File: src/rtl/hamming_pkg.sv
// Shared Hamming(7,4) definitions: codeword bit positions and the encoder.
// Bit index in a codeword is the Hamming position minus one.
package hamming_pkg;

    localparam int DATA_W = 4;
    localparam int CODE_W = 7;

    localparam int P1_BIT = 0;
    localparam int P2_BIT = 1;
    localparam int D0_BIT = 2;
    localparam int P4_BIT = 3;
    localparam int D1_BIT = 4;
    localparam int D2_BIT = 5;
    localparam int D3_BIT = 6;

    // Even-parity encoder; the decoder's syndrome logic reuses it.
    function automatic logic [CODE_W-1:0] ham74_enc(
        input logic [DATA_W-1:0] d
    );
        logic [CODE_W-1:0] c;
        c         = '0;
        c[D0_BIT] = d[0];
        c[D1_BIT] = d[1];
        c[D2_BIT] = d[2];
        c[D3_BIT] = d[3];
        c[P1_BIT] = d[0] ^ d[1] ^ d[3];
        c[P2_BIT] = d[0] ^ d[2] ^ d[3];
        c[P4_BIT] = d[1] ^ d[2] ^ d[3];
        return c;
    endfunction

endpackage

File: src/rtl/hamming_sync_fifo.sv
// Synchronous FIFO; occupancy counter is the only full/empty source.
// Ports: wr_en/wr_data push, rd_en pops, rd_data is the head (0 when empty).
module hamming_sync_fifo #(
    parameter  int WIDTH = 7,
    parameter  int DEPTH = 4,
    localparam int LVL_W = $clog2(DEPTH + 1),
    localparam int PTR_W = $clog2(DEPTH)
) (
    input  logic             clk,
    input  logic             rst,
    input  logic             wr_en,
    input  logic [WIDTH-1:0] wr_data,
    input  logic             rd_en,
    output logic [WIDTH-1:0] rd_data,
    output logic [LVL_W-1:0] level,
    output logic             full,
    output logic             empty
);

    logic [WIDTH-1:0] mem_q [DEPTH];
    logic [PTR_W-1:0] wr_ptr_q, wr_ptr_d;
    logic [PTR_W-1:0] rd_ptr_q, rd_ptr_d;
    logic [LVL_W-1:0] level_q, level_d;
    logic             do_wr;
    logic             do_rd;

    assign full  = (level_q == LVL_W'(DEPTH));
    assign empty = (level_q == '0);
    assign do_wr = wr_en & ~full;
    assign do_rd = rd_en & ~empty;

    always_comb begin
        wr_ptr_d = wr_ptr_q;
        rd_ptr_d = rd_ptr_q;
        level_d  = level_q;
        // Power-of-two depth: pointers wrap by overflow.
        if (do_wr) wr_ptr_d = wr_ptr_q + PTR_W'(1);
        if (do_rd) rd_ptr_d = rd_ptr_q + PTR_W'(1);
        case ({do_wr, do_rd})
            2'b10:   level_d = level_q + LVL_W'(1);
            2'b01:   level_d = level_q - LVL_W'(1);
            default: level_d = level_q;
        endcase
    end

    always_ff @(posedge clk) begin
        if (rst) begin
            wr_ptr_q <= '0;
            rd_ptr_q <= '0;
            level_q  <= '0;
        end else begin
            wr_ptr_q <= wr_ptr_d;
            rd_ptr_q <= rd_ptr_d;
            level_q  <= level_d;
        end
    end

    // Storage needs no reset; the head is masked while empty.
    always_ff @(posedge clk) begin
        if (do_wr) mem_q[wr_ptr_q] <= wr_data;
    end

    assign rd_data = empty ? '0 : mem_q[rd_ptr_q];
    assign level   = level_q;

endmodule

File: src/rtl/hamming_enc_fifo.sv
// Hamming(7,4) encoder feeding a codeword FIFO, with one-shot error inject.
// Ports: in_* nibble handshake, inj_* injection arm, out_* codeword handshake.
module hamming_enc_fifo
    import hamming_pkg::*;
#(
    parameter  int DEPTH = 4,
    parameter  int CNT_W = 16,
    localparam int LVL_W = $clog2(DEPTH + 1)
) (
    input  logic              clk,
    input  logic              rst,
    input  logic              in_valid,
    output logic              in_ready,
    input  logic [DATA_W-1:0] in_data,
    input  logic              inj_load,
    input  logic [CODE_W-1:0] inj_mask,
    output logic              inj_pending,
    output logic              out_valid,
    input  logic              out_ready,
    output logic [CODE_W-1:0] out_code,
    output logic [LVL_W-1:0]  level,
    output logic [CNT_W-1:0]  sent_cnt
);

    logic [CODE_W-1:0] mask_q, mask_d;
    logic              pend_q, pend_d;
    logic [CNT_W-1:0]  cnt_q, cnt_d;
    logic [CODE_W-1:0] wr_code;
    logic              accept;
    logic              pop;
    logic              full;
    logic              empty;

    assign in_ready  = ~full;
    assign out_valid = ~empty;
    assign accept    = in_valid & in_ready;
    assign pop       = out_valid & out_ready;

    assign wr_code = ham74_enc(in_data) ^ (pend_q ? mask_q : '0);

    always_comb begin
        mask_d = mask_q;
        pend_d = pend_q;
        cnt_d  = cnt_q;
        if (accept) pend_d = 1'b0;
        // A load coinciding with an accept arms the following word.
        if (inj_load) begin
            mask_d = inj_mask;
            pend_d = 1'b1;
        end
        if (pop) cnt_d = cnt_q + CNT_W'(1);
    end

    always_ff @(posedge clk) begin
        if (rst) begin
            mask_q <= '0;
            pend_q <= 1'b0;
            cnt_q  <= '0;
        end else begin
            mask_q <= mask_d;
            pend_q <= pend_d;
            cnt_q  <= cnt_d;
        end
    end

    hamming_sync_fifo #(
        .WIDTH (CODE_W),
        .DEPTH (DEPTH)
    ) u_fifo (
        .clk     (clk),
        .rst     (rst),
        .wr_en   (accept),
        .wr_data (wr_code),
        .rd_en   (pop),
        .rd_data (out_code),
        .level   (level),
        .full    (full),
        .empty   (empty)
    );

    assign inj_pending = pend_q;
    assign sent_cnt    = cnt_q;

endmodule

File: config.mk
export PLATFORM = sky130hd
export DESIGN_NAME = hamming_enc_fifo
export DESIGN_NICKNAME = d
export VERILOG_FILES = /design/src/rtl/hamming_pkg.sv /design/src/rtl/hamming_sync_fifo.sv /design/src/rtl/hamming_enc_fifo.sv
export SDC_FILE = /design/constraint.sdc
export NUM_CORES = 1
export LEC_CHECK = 0
export CAP_MARGIN = 20
export CORE_MARGIN = 2
export CORE_UTILIZATION = 38
export DETAILED_ROUTE_END_ITERATION = 8
export DONT_BUFFER_PORTS = 1
export PLACE_DENSITY = 0.61
export SETUP_SLACK_MARGIN = 0.15
export SLEW_MARGIN = 15
export SYNTH_ARGS = -nofsm -noshare
export SYNTH_HDL_FRONTEND = slang
export SYNTH_SLANG_ARGS = --single-unit
File: constraint.sdc
create_clock -name clk -period 2.4 [get_ports clk]
set_input_delay 0.48 -clock clk [delete_from_list [all_inputs] [get_ports clk]]
set_output_delay 0.48 -clock clk [all_outputs]
set_load 0.02 [all_outputs]
==> results by group <==
Cells and area
  – Layout cell share with drive strength beyond 1: 0.173
  – Post-route design area: 3020 um^2
  – Final cell count without fillers: 323
  – Antenna Cells: 0
  – Final nets: 261
  – Layout area overhead: 14.0%

Timing
  – Tmin final: 2.19 ns
  – Setup Skew: 0.00884 ns
  – Period Utilization, post-route: 0.914
  – RSZ-0062 raised after global routing: true
  – Slew margin rel.: 0.654
  – Actual slew at the worst max-slew pin: 0.518 ns
  – Final setup margin: 0.207 ns
  – Final Hold Fails: 0
  – Pins Over Slew Limit: 0
  – FMAX: 456 MHz
  – Setup-failing EPs final: 0
  – Setup TNS: 0 ns

Power
  – Power per cell area: 1040 nW/um^2
  – Leakage: 1.07 nW
  – Peak VDD IR: 0.495 mV
  – Power Total: 0.00313 W

Worst hold path
  – Worst Hold End: u_fifo.level[2]
  – Hold path depth: 1
  – Hold/Removal Path Class: primary input to flip-flop
  – Hold Startpoint: rst

Yosys
  – Syn avg cell area: 11.7 um^2
  – Ys Warns: 0
  – Synth cell types: 32
  – Main synth FF type: dfxtp_1
  – Post-synth EDFFs: 28
  – Synth async-reset ratio: 0
  – Post-synthesis sequential area ratio: 0.566
  – Share of the synthesized area in the top cell type: 0.317
  – Syn nets: 250
  – Synthesized flop and latch total: 61
  – Post-synth top area cell: edfxtp_1
  – Cells after Synth: 227
  – Top cells by count, synth: 33 x dfxtp_1, 28 x edfxtp_1, 26 x nor2_1
  – Most frequent cell after synthesis: dfxtp_1
  – Synth Cell Area: 2650 um^2
  – Synth area leaders: edfxtp_1 32%, dfxtp_1 25%, mux4_2 5.9%

Clock tree
  – Worst-path clk slew: 0.07 ns
  – Post-CTS Hold Fix Bufs: 0
  – H-Tree Depth: 3
  – Root Driver: clkbuf_8
  – CTS tree: done
  – Clk Latency, worst-skew pair: 0.33 ns
  – CTS max path bufs: 2
  – TritonCTS Buffers: 9
  – CTS sink cnt: 61

Placed design
  – Post-place setup slack: 0.167 ns
  – Placed Cells: 306
  – Placed Area: 2790 um^2
  – RePlAce Congestion: 0.738
  – Number of port buffers: 0
  – DP HPWL: 3560 um

Setup path
  – Crit path DAT: 2.46 ns
  – R2r worst-path depth: 9
  – CP required: 2.67 ns
  – R2R Path Start: u_fifo.level[2]
  – WS Path Type: flip-flop to flip-flop
  – Setup crit end kind: flip-flop
  – Maximum fanout along the worst path: 6
  – Reg-to-Reg End: u_fifo.level[2]
  – Startpoint Class: flip-flop
  – R2R Setup Slk: 0.21 ns

Routing
  – Via Count: 1635
  – Vias per cell: 5.06
  – Initial DRC count: 100
  – Post-route ant nets: 0
  – DR WL/cell: 15.7 um
  – 1st-pass router iterations: 4
  – Residual DRC: 0
  – Total routed wirelength: 5070 um

Floorplanning
  – Row Count: 30
  – Die Footprint: 7660 um^2
  – Die Y: 87.5 um
  – Area of the core: 6760 um^2
  – Die Span X: 87.5 um
  – Initial core utilization: 0.392
  – I/O pin total: 45

GRT
  – Vias in the first global route: 1725
  – Wire length of the first global-routing pass: 8410 um
  – Largest net degree at the start of global routing: 36
  – Initial antenna violation count: 0
  – Gr usage total: 0.146
  – Overflow left after global routing: 0

Flow run
  – Max-cap violations: 0

Status
  – Outcome: finished, final reports clean
-- cell families (layout without fill, tap and decap cells) --
| logic type | after synthesis | count (layout) | synth area share |
|---|---|---|---|
| mux | 17 | 17 | 0.0986 |
| buf+inv | 19 | 35 | 0.0269 |
| compound gates | 15 | 15 | 0.0368 |
| fa+ha+maj | 7 | 7 | 0.0359 |
| xor+xnor | 25 | 25 | 0.0826 |
| flops | 61 | 61 | 0.566 |
| simple gates | 83 | 83 | 0.153 |
-- worst max path at each step --
| stage | end | cells after the start | slack, ns | start |
|---|---|---|---|---|
| 2_1_floorplan | u_fifo.level[2] | 9 | 0.18 | u_fifo.level[2] |
| 6_report | u_fifo.level[2] | 9 | 0.21 | u_fifo.level[2] |
| 3_5_place_dp | u_fifo.level[2] | 9 | 0.17 | u_fifo.level[2] |
| 4_1_cts | u_fifo.level[2] | 9 | 0.17 | u_fifo.level[2] |
| 3_3_place_gp | u_fifo.level[2] | 9 | 0.20 | u_fifo.level[2] |
| 5_1_grt | u_fifo.level[2] | 9 | 0.09 | u_fifo.level[2] |
-- registers in the layout, indices dropped and copies added (netlist names), named ones only --
signal	cells
u_fifo.mem_q	28
sent_cnt	16
mask_q	7
u_fifo.level	3
u_fifo.rd_ptr_q	2
u_fifo.wr_ptr_q	2
inj_pending	1
-- cell type report --
cell class / count / area [um^2]
fillers: 648 / 3730
multi-input cells: 147 / 1100
flip-flops and latches: 61 / 1510
clock buffers: 10 / 128
clock inverters: 6 / 77.6
repair buffers: 9 / 67.6
well taps: 80 / 100
inverters: 10 / 37.5
-- routing by layer --
metal / GRT usage / wire, um
met2: 0.243 / 2500
met4: 0.0713 / 101
met3: 0.0490 / 290
met1: 0.170 / 2180
met5: 0 / 0
-- worst max-delay path, stage by stage, from the launching register on --
cell and delay (ns):
dfxtp_4 0.34, or3b_4 0.44, and2_4 0.18, inv_2 0.08, ha_4 0.13, inv_1 0.05, fa_2 0.33, xor2_1 0.15
or3_1 0.32, a21oi_2 0.11
-- stage by stage --
step / hold slack, ns / util
after detailed placement: 0.484 / 0.414
after floorplan: 0.461 / -
final: 0.205 / 0.447
after global routing: 0.183 / 0.447
after CTS: 0.193 / 0.446
after global placement: 0.476 / 0.414
-- placed cells by master (no fill, tap or decap), types with 2 or more instances in the layout --
cell	count
xnor2_1	18
nand3_1	5
nand2_1	18
o31ai_1	3
buf_4	9
dfxtp_1	29
edfxtp_1	28
a21oi_1	7
mux2i_1	7
or4_1	4
dfxtp_2	3
bufinv_16	2
inv_1	8
clkbuf_8	9
nor3_1	4
nand4_1	4
ha_1	5
nor2b_1	11
inv_2	2
xor2_1	7
mux4_2	7
clkinv_2	2
clkinv_1	2
mux2_1	3
nor4_1	2
nor2_1	26
and3_1	5
-- report_power, final --
group          leakage [nW]  internal (W)  switching (W)
clock network         0.105      0.000574       0.000385
registers             0.528       0.00123      0.0000874
logic                 0.433      0.000351       0.000506
-- repair_timing --
action | CTS | global route
setup endpoints to repair | 4 | 1
pin swaps | 1 | 2
setup buffers | 0 | 1
resized for setup | 2 | 1
(Power assumes the default switching activity.)
==> RTL change 1: new RTL, config.mk and constraints unchanged <==
Change the parameter `CNT_W` from 16 to 18.
--- a/src/rtl/hamming_enc_fifo.sv
+++ b/src/rtl/hamming_enc_fifo.sv
@@ -4,7 +4,7 @@
     import hamming_pkg::*;
 #(
     parameter  int DEPTH = 4,
-    parameter  int CNT_W = 16,
+    parameter  int CNT_W = 18,
     localparam int LVL_W = $clog2(DEPTH + 1)
 ) (
     input  logic              clk,
Ports: changed (resized sent_cnt); port bits go from 45 to 47. No check against the original RTL was run, so the function may have changed too.
==> RTL change 1 against the original RTL <==
Synthesized cell count increased by 2.6%. Wire length decreased by 1.6%. Sequential cell count increased by 2. Critical endpoint unchanged. Core utilization decreased by 1.1 points. Worst hold slack got worse by 14 ps. Synthesized area increased by 4.1%. Total power decreased by 1.5%. Largest cell class unchanged. Cell area increased by 3.1%. Count of clock-buffer cells in the layout decreased by 1. Worst setup slack improved by 2.1 ps.
==> RTL change 1: results (changes against the original RTL) <==
DR vias=1,679 (was 1,635); Area contributors post-synth=edfxtp_1, dfxtp_1, mux4_2 (unchanged); initial antenna violation count=0 (unchanged); HPWL after detailed placement=3460 µm (was 3560 µm); final wirelength=5000 µm (was 5070 µm); Slew Limit Headroom=72.1% (was 65.4%); Synth warnings=0 (unchanged); Clock Power Share=29.4% (was 30.6%); post-synthesis sequential area ratio=55.9% (was 56.6%); global-route wire length before repair=7610 µm (was 8410 µm); Iter 0 DRT Violations=45 (was 100); Leak=1.11 nW (was 1.07 nW); # diodes=0 (unchanged); Pre-antenna DRT Iters=5 (was 4); Fill cells=682 (was 648); Cell variety after synth=35 (was 32); global placer's final weighted congestion=0.675 (was 0.738); layout cells sized above 1=19.4% (was 17.3%); Global Route Usage Sum=13.0% (was 14.6%); Combinational Power Share=26.4% (was 27.4%); Peak VDD IR=0.282 mV (was 0.495 mV); vias in the first global route=1,553 (was 1,725); IO buf count=0 (unchanged); Nets=265 (was 261); Synth top cells by count=dfxtp_1, edfxtp_1, nor2_1 (unchanged); global-route track usage on met1=17.0% (about the same); met2 GRT Util=18.9% (was 24.3%); met3 track demand over resource=4.89% (was 4.90%); clk_skew=8.49 ps (was 8.84 ps); Net Switching=0.00100 W (was 0.000978 W); Net Count, Synth=256 (was 250); outcome=finished clean (unchanged)
-- RTL change 1: logic make-up (layout without fill, tap and decap cells) --
group	count (synthesis)	in the layout	share of synthesized area, %
compound gates	19	19	4.22
mux	16	16	9.02
flops	63	63	55.9
fa+ha+maj	7	7	3.45
simple gates	82	82	15.4
xor+xnor	27	27	8.57
buf+inv	19	33	3.45
-- RTL change 1: timing repair --
item,in CTS,in global routing
hold endpoints to repair,0,0
setup buffers,1,0
pin swaps,1,2
gates resized for setup,2,2
endpoints found under the setup margin,4,1
-- RTL change 1: layout make-up --
type                    instances  area, µm²  share of cell area (%)
clock buffers                   9        124                    3.98
flip-flops and latches         63       1550                    49.7
clock inverters                 7       72.6                    2.33
well taps                      99        124                    3.98
inverters                       8       32.5                    1.04
repair buffers                  9       67.6                    2.17
multi-input cells             151       1150                    36.8
-- RTL change 1: through the flow --
step                      instances  worst slack [ps]  total power (W)  hold WS (ps)  cell area (µm²)
final                           346               209          0.00309           191             3120
after global routing            346               122          0.00328           178             3120
after CTS                       346               173          0.00312           181             3110
after detailed placement        329               177          0.00218           482             2890
after global placement          329               210          0.00217           475             2890
after floorplan                 233               176          0.00202           461             2780
-- RTL change 1: path summary, 6_finish.rpt --
check	start	end	slack, ps	cells after the start
setup / recovery	u_fifo.level[2]	u_fifo.level[2]	210	9
hold / removal	rst	u_fifo.level[2]	190	1
setup reg to reg	u_fifo.level[2]	u_fifo.level[2]	210	9
hold reg to reg	mask_q[4]	mask_q[4]	490	2
-- RTL change 1: routing by layer --
metal / wire length [µm] / share of wire, %
met1: 2260 / 45
met3: 318 / 6.4
met4: 73 / 1.5
met5: 0 / 0
met2: 2340 / 47
==> RTL change 2: new RTL, config.mk and constraints unchanged <==
Made on the original files. Make the reset (`rst`) asynchronous in 2 clocked blocks.
--- a/src/rtl/hamming_sync_fifo.sv
+++ b/src/rtl/hamming_sync_fifo.sv
@@ -43,7 +43,7 @@
         endcase
     end
 
-    always_ff @(posedge clk) begin
+    always_ff @(posedge clk or posedge rst) begin
         if (rst) begin
             wr_ptr_q <= '0;
             rd_ptr_q <= '0;
--- a/src/rtl/hamming_enc_fifo.sv
+++ b/src/rtl/hamming_enc_fifo.sv
@@ -51,7 +51,7 @@
         if (pop) cnt_d = cnt_q + CNT_W'(1);
     end
 
-    always_ff @(posedge clk) begin
+    always_ff @(posedge clk or posedge rst) begin
         if (rst) begin
             mask_q <= '0;
             pend_q <= 1'b0;
Formal check against the unedited RTL: differs if rst is asserted again (counterexample within 4 cycles, from zero or initial values and one cycle with rst high); with rst held inactive, the same outputs for 10 cycles.
==> RTL change 2 against the original RTL <==
First-iteration DRC count decreased by 29%. Worst setup slack better by 130 ps. Maximum frequency up 6.4%. Sequential cell count shrank 2. Cell area is 1.6% lower. Total power is 15% higher. Largest cell class unchanged. Wire length is 14% lower. Worst hold slack got worse by 84 ps. Synthesized area fell by 1.2%.
==> RTL change 2: results (changes against the original RTL) <==
outcome=finished clean (unchanged); IO buf count=0 (unchanged); global placer's final weighted congestion=0.688 (was 0.738); reg-to-reg critical path endpoint=u_fifo.level[2] (unchanged); Clock transition at path regs=70 ps (about the same); HPWL after detailed placement=3200 µm (was 3560 µm); largest net degree at the start of global routing=32 (was 36); post-synthesis async set-or-reset flop share=52.5% (was 0%); Nets=220 (was 261); Mapped Cells=183 (was 227); vias in the first global route=1,327 (was 1,725); cell family with most CP delay=multiplexers (was simple AND/OR/NAND/NOR gates); R2R setup slack=390 ps (was 210 ps); non-filler cells, final=282 (was 323); CTS root buffer=clkbuf_8 (unchanged); Worst Path Arrival=1580 ps (was 2460 ps); Slew Limit Headroom=65.7% (was 65.4%); placed cells=265 (was 306); H-tree depth=3 (unchanged); Post-synth EDFFs=28 (unchanged); Fill cells=596 (was 648); Global Route Usage Sum=12.3% (was 14.6%); Peak VDD IR=0.373 mV (was 0.495 mV); Hold WC Path Type=in -> async (was in -> reg); Post-CTS Setup Bufs=0 (unchanged); Synth warnings=0 (unchanged); DR DRC count=0 (unchanged); layout cells sized above 1=20.8% (was 17.3%); clk_skew=7.66 ps (was 8.84 ps); final wirelength=4350 µm (was 5070 µm); Top reg by flops=u_fifo.mem_q (unchanged); clk buf depth=2 (unchanged); crit path launch=u_fifo.rd_ptr_q[0] (was u_fifo.level[2]); initial antenna violation count=0 (unchanged); # diodes=0 (unchanged); reg2reg path depth=9 (unchanged); highest clock rate=485 MHz (was 456 MHz); max reg flops=28 (unchanged); hold_ws=121 ps (was 205 ps); CTS Buf Count=9 (unchanged); DR vias=1,356 (was 1,635); Leak=1.25 nW (was 1.07 nW); Iter 0 DRT Violations=71 (was 100); area of placed instances=2760 µm² (was 2790 µm²); global-route wire length before repair=6810 µm (was 8410 µm); post-synthesis sequential area ratio=61.7% (was 56.6%); Area contributors post-synth=edfxtp_1, dfrtp_1, xnor2_1 (was edfxtp_1, dfxtp_1, mux4_2); Pre-antenna DRT Iters=4 (unchanged); latest clock arrival within the worst-skew pair=330 ps (about the same); end point of the critical path=out_code[2] (was u_fifo.level[2]); Net Count, Synth=206 (was 250); post-cts gate resize count=1 (was 2); critical path fanouts, max=4 (was 6); RR Startpoint=u_fifo.level[0] (was u_fifo.level[2]); Net Switching=0.00120 W (was 0.000978 W); Synth top cells by count=dfrtp_1, edfxtp_1, xnor2_1 (was dfxtp_1, edfxtp_1, nor2_1); Cell variety after synth=26 (was 32); Crit path largest cell delay=510 ps (was 440 ps); critical path's slowest cell=mux4_2 (was or3b_4)
-- RTL change 2: cell count changes after synthesis, moves of 6 or more --
cell | unedited run | this run
mux2i_1 | 7 | 1
nor2b_1 | 11 | 0
dfxtp_1 | 33 | 0
nor2_1 | 26 | 4
and2_1 | 1 | 8
a21oi_1 | 8 | 0
dfrtp_1 | 0 | 31
mux2_2 | 0 | 8
-- RTL change 2: power by group through the flow --
stage / Clock, W / Sequential, W / Combinational (W)
finish: 0.000942 / 0.00158 / 0.00107
global route: 0.00102 / 0.00161 / 0.00118
CTS: 0.000971 / 0.00161 / 0.00106
detailed placement: 0 / 0.00163 / 0.00106
global placement: 0 / 0.00162 / 0.00104
floorplan: 0 / 0.00157 / 0.000847
-- RTL change 2: layer usage --
layer | GRT usage (%) | up-vias | part of all wire [%]
li1 | - | 661 | -
met1 | 14.9 | 662 | 43
met2 | 18.0 | 25 | 48
met3 | 6.64 | 8 | 7.2
met4 | 5.97 | 0 | 2.0
met5 | 0 | - | 0
-- RTL change 2: logic make-up (layout without fill, tap and decap cells) --
group	Yosys count	in the layout	share of synthesized area [%]
simple gates	52	52	10.8
buf+inv	14	33	2.05
fa+ha+maj	7	7	3.63
flops	59	59	61.7
xor+xnor	33	33	11.0
compound gates	2	2	0.908
mux	16	16	9.84
-- RTL change 2: worst register-to-register path, stage by stage (launching register included) --
cell,delay (ps)
dfrtp_1,390
or3_1,400
nand2_1,200
inv_2,100
ha_1,230
inv_1,70
fa_1,170
xor2_1,150
nor2_1,60
xor2_1,130
-- RTL change 2: area by class of cell --
class                           instances  area, µm²  area share (%)
Clock inverter                          5       77.6            2.61
Tap cell                               80        100            3.37
Multi-Input combinational cell        110        953            32.1
Clock buffer                           11        131            4.42
Timing Repair Buffer                    8       60.1            2.02
Inverter                                9       33.8            1.14
Sequential cell                        59       1620            54.4
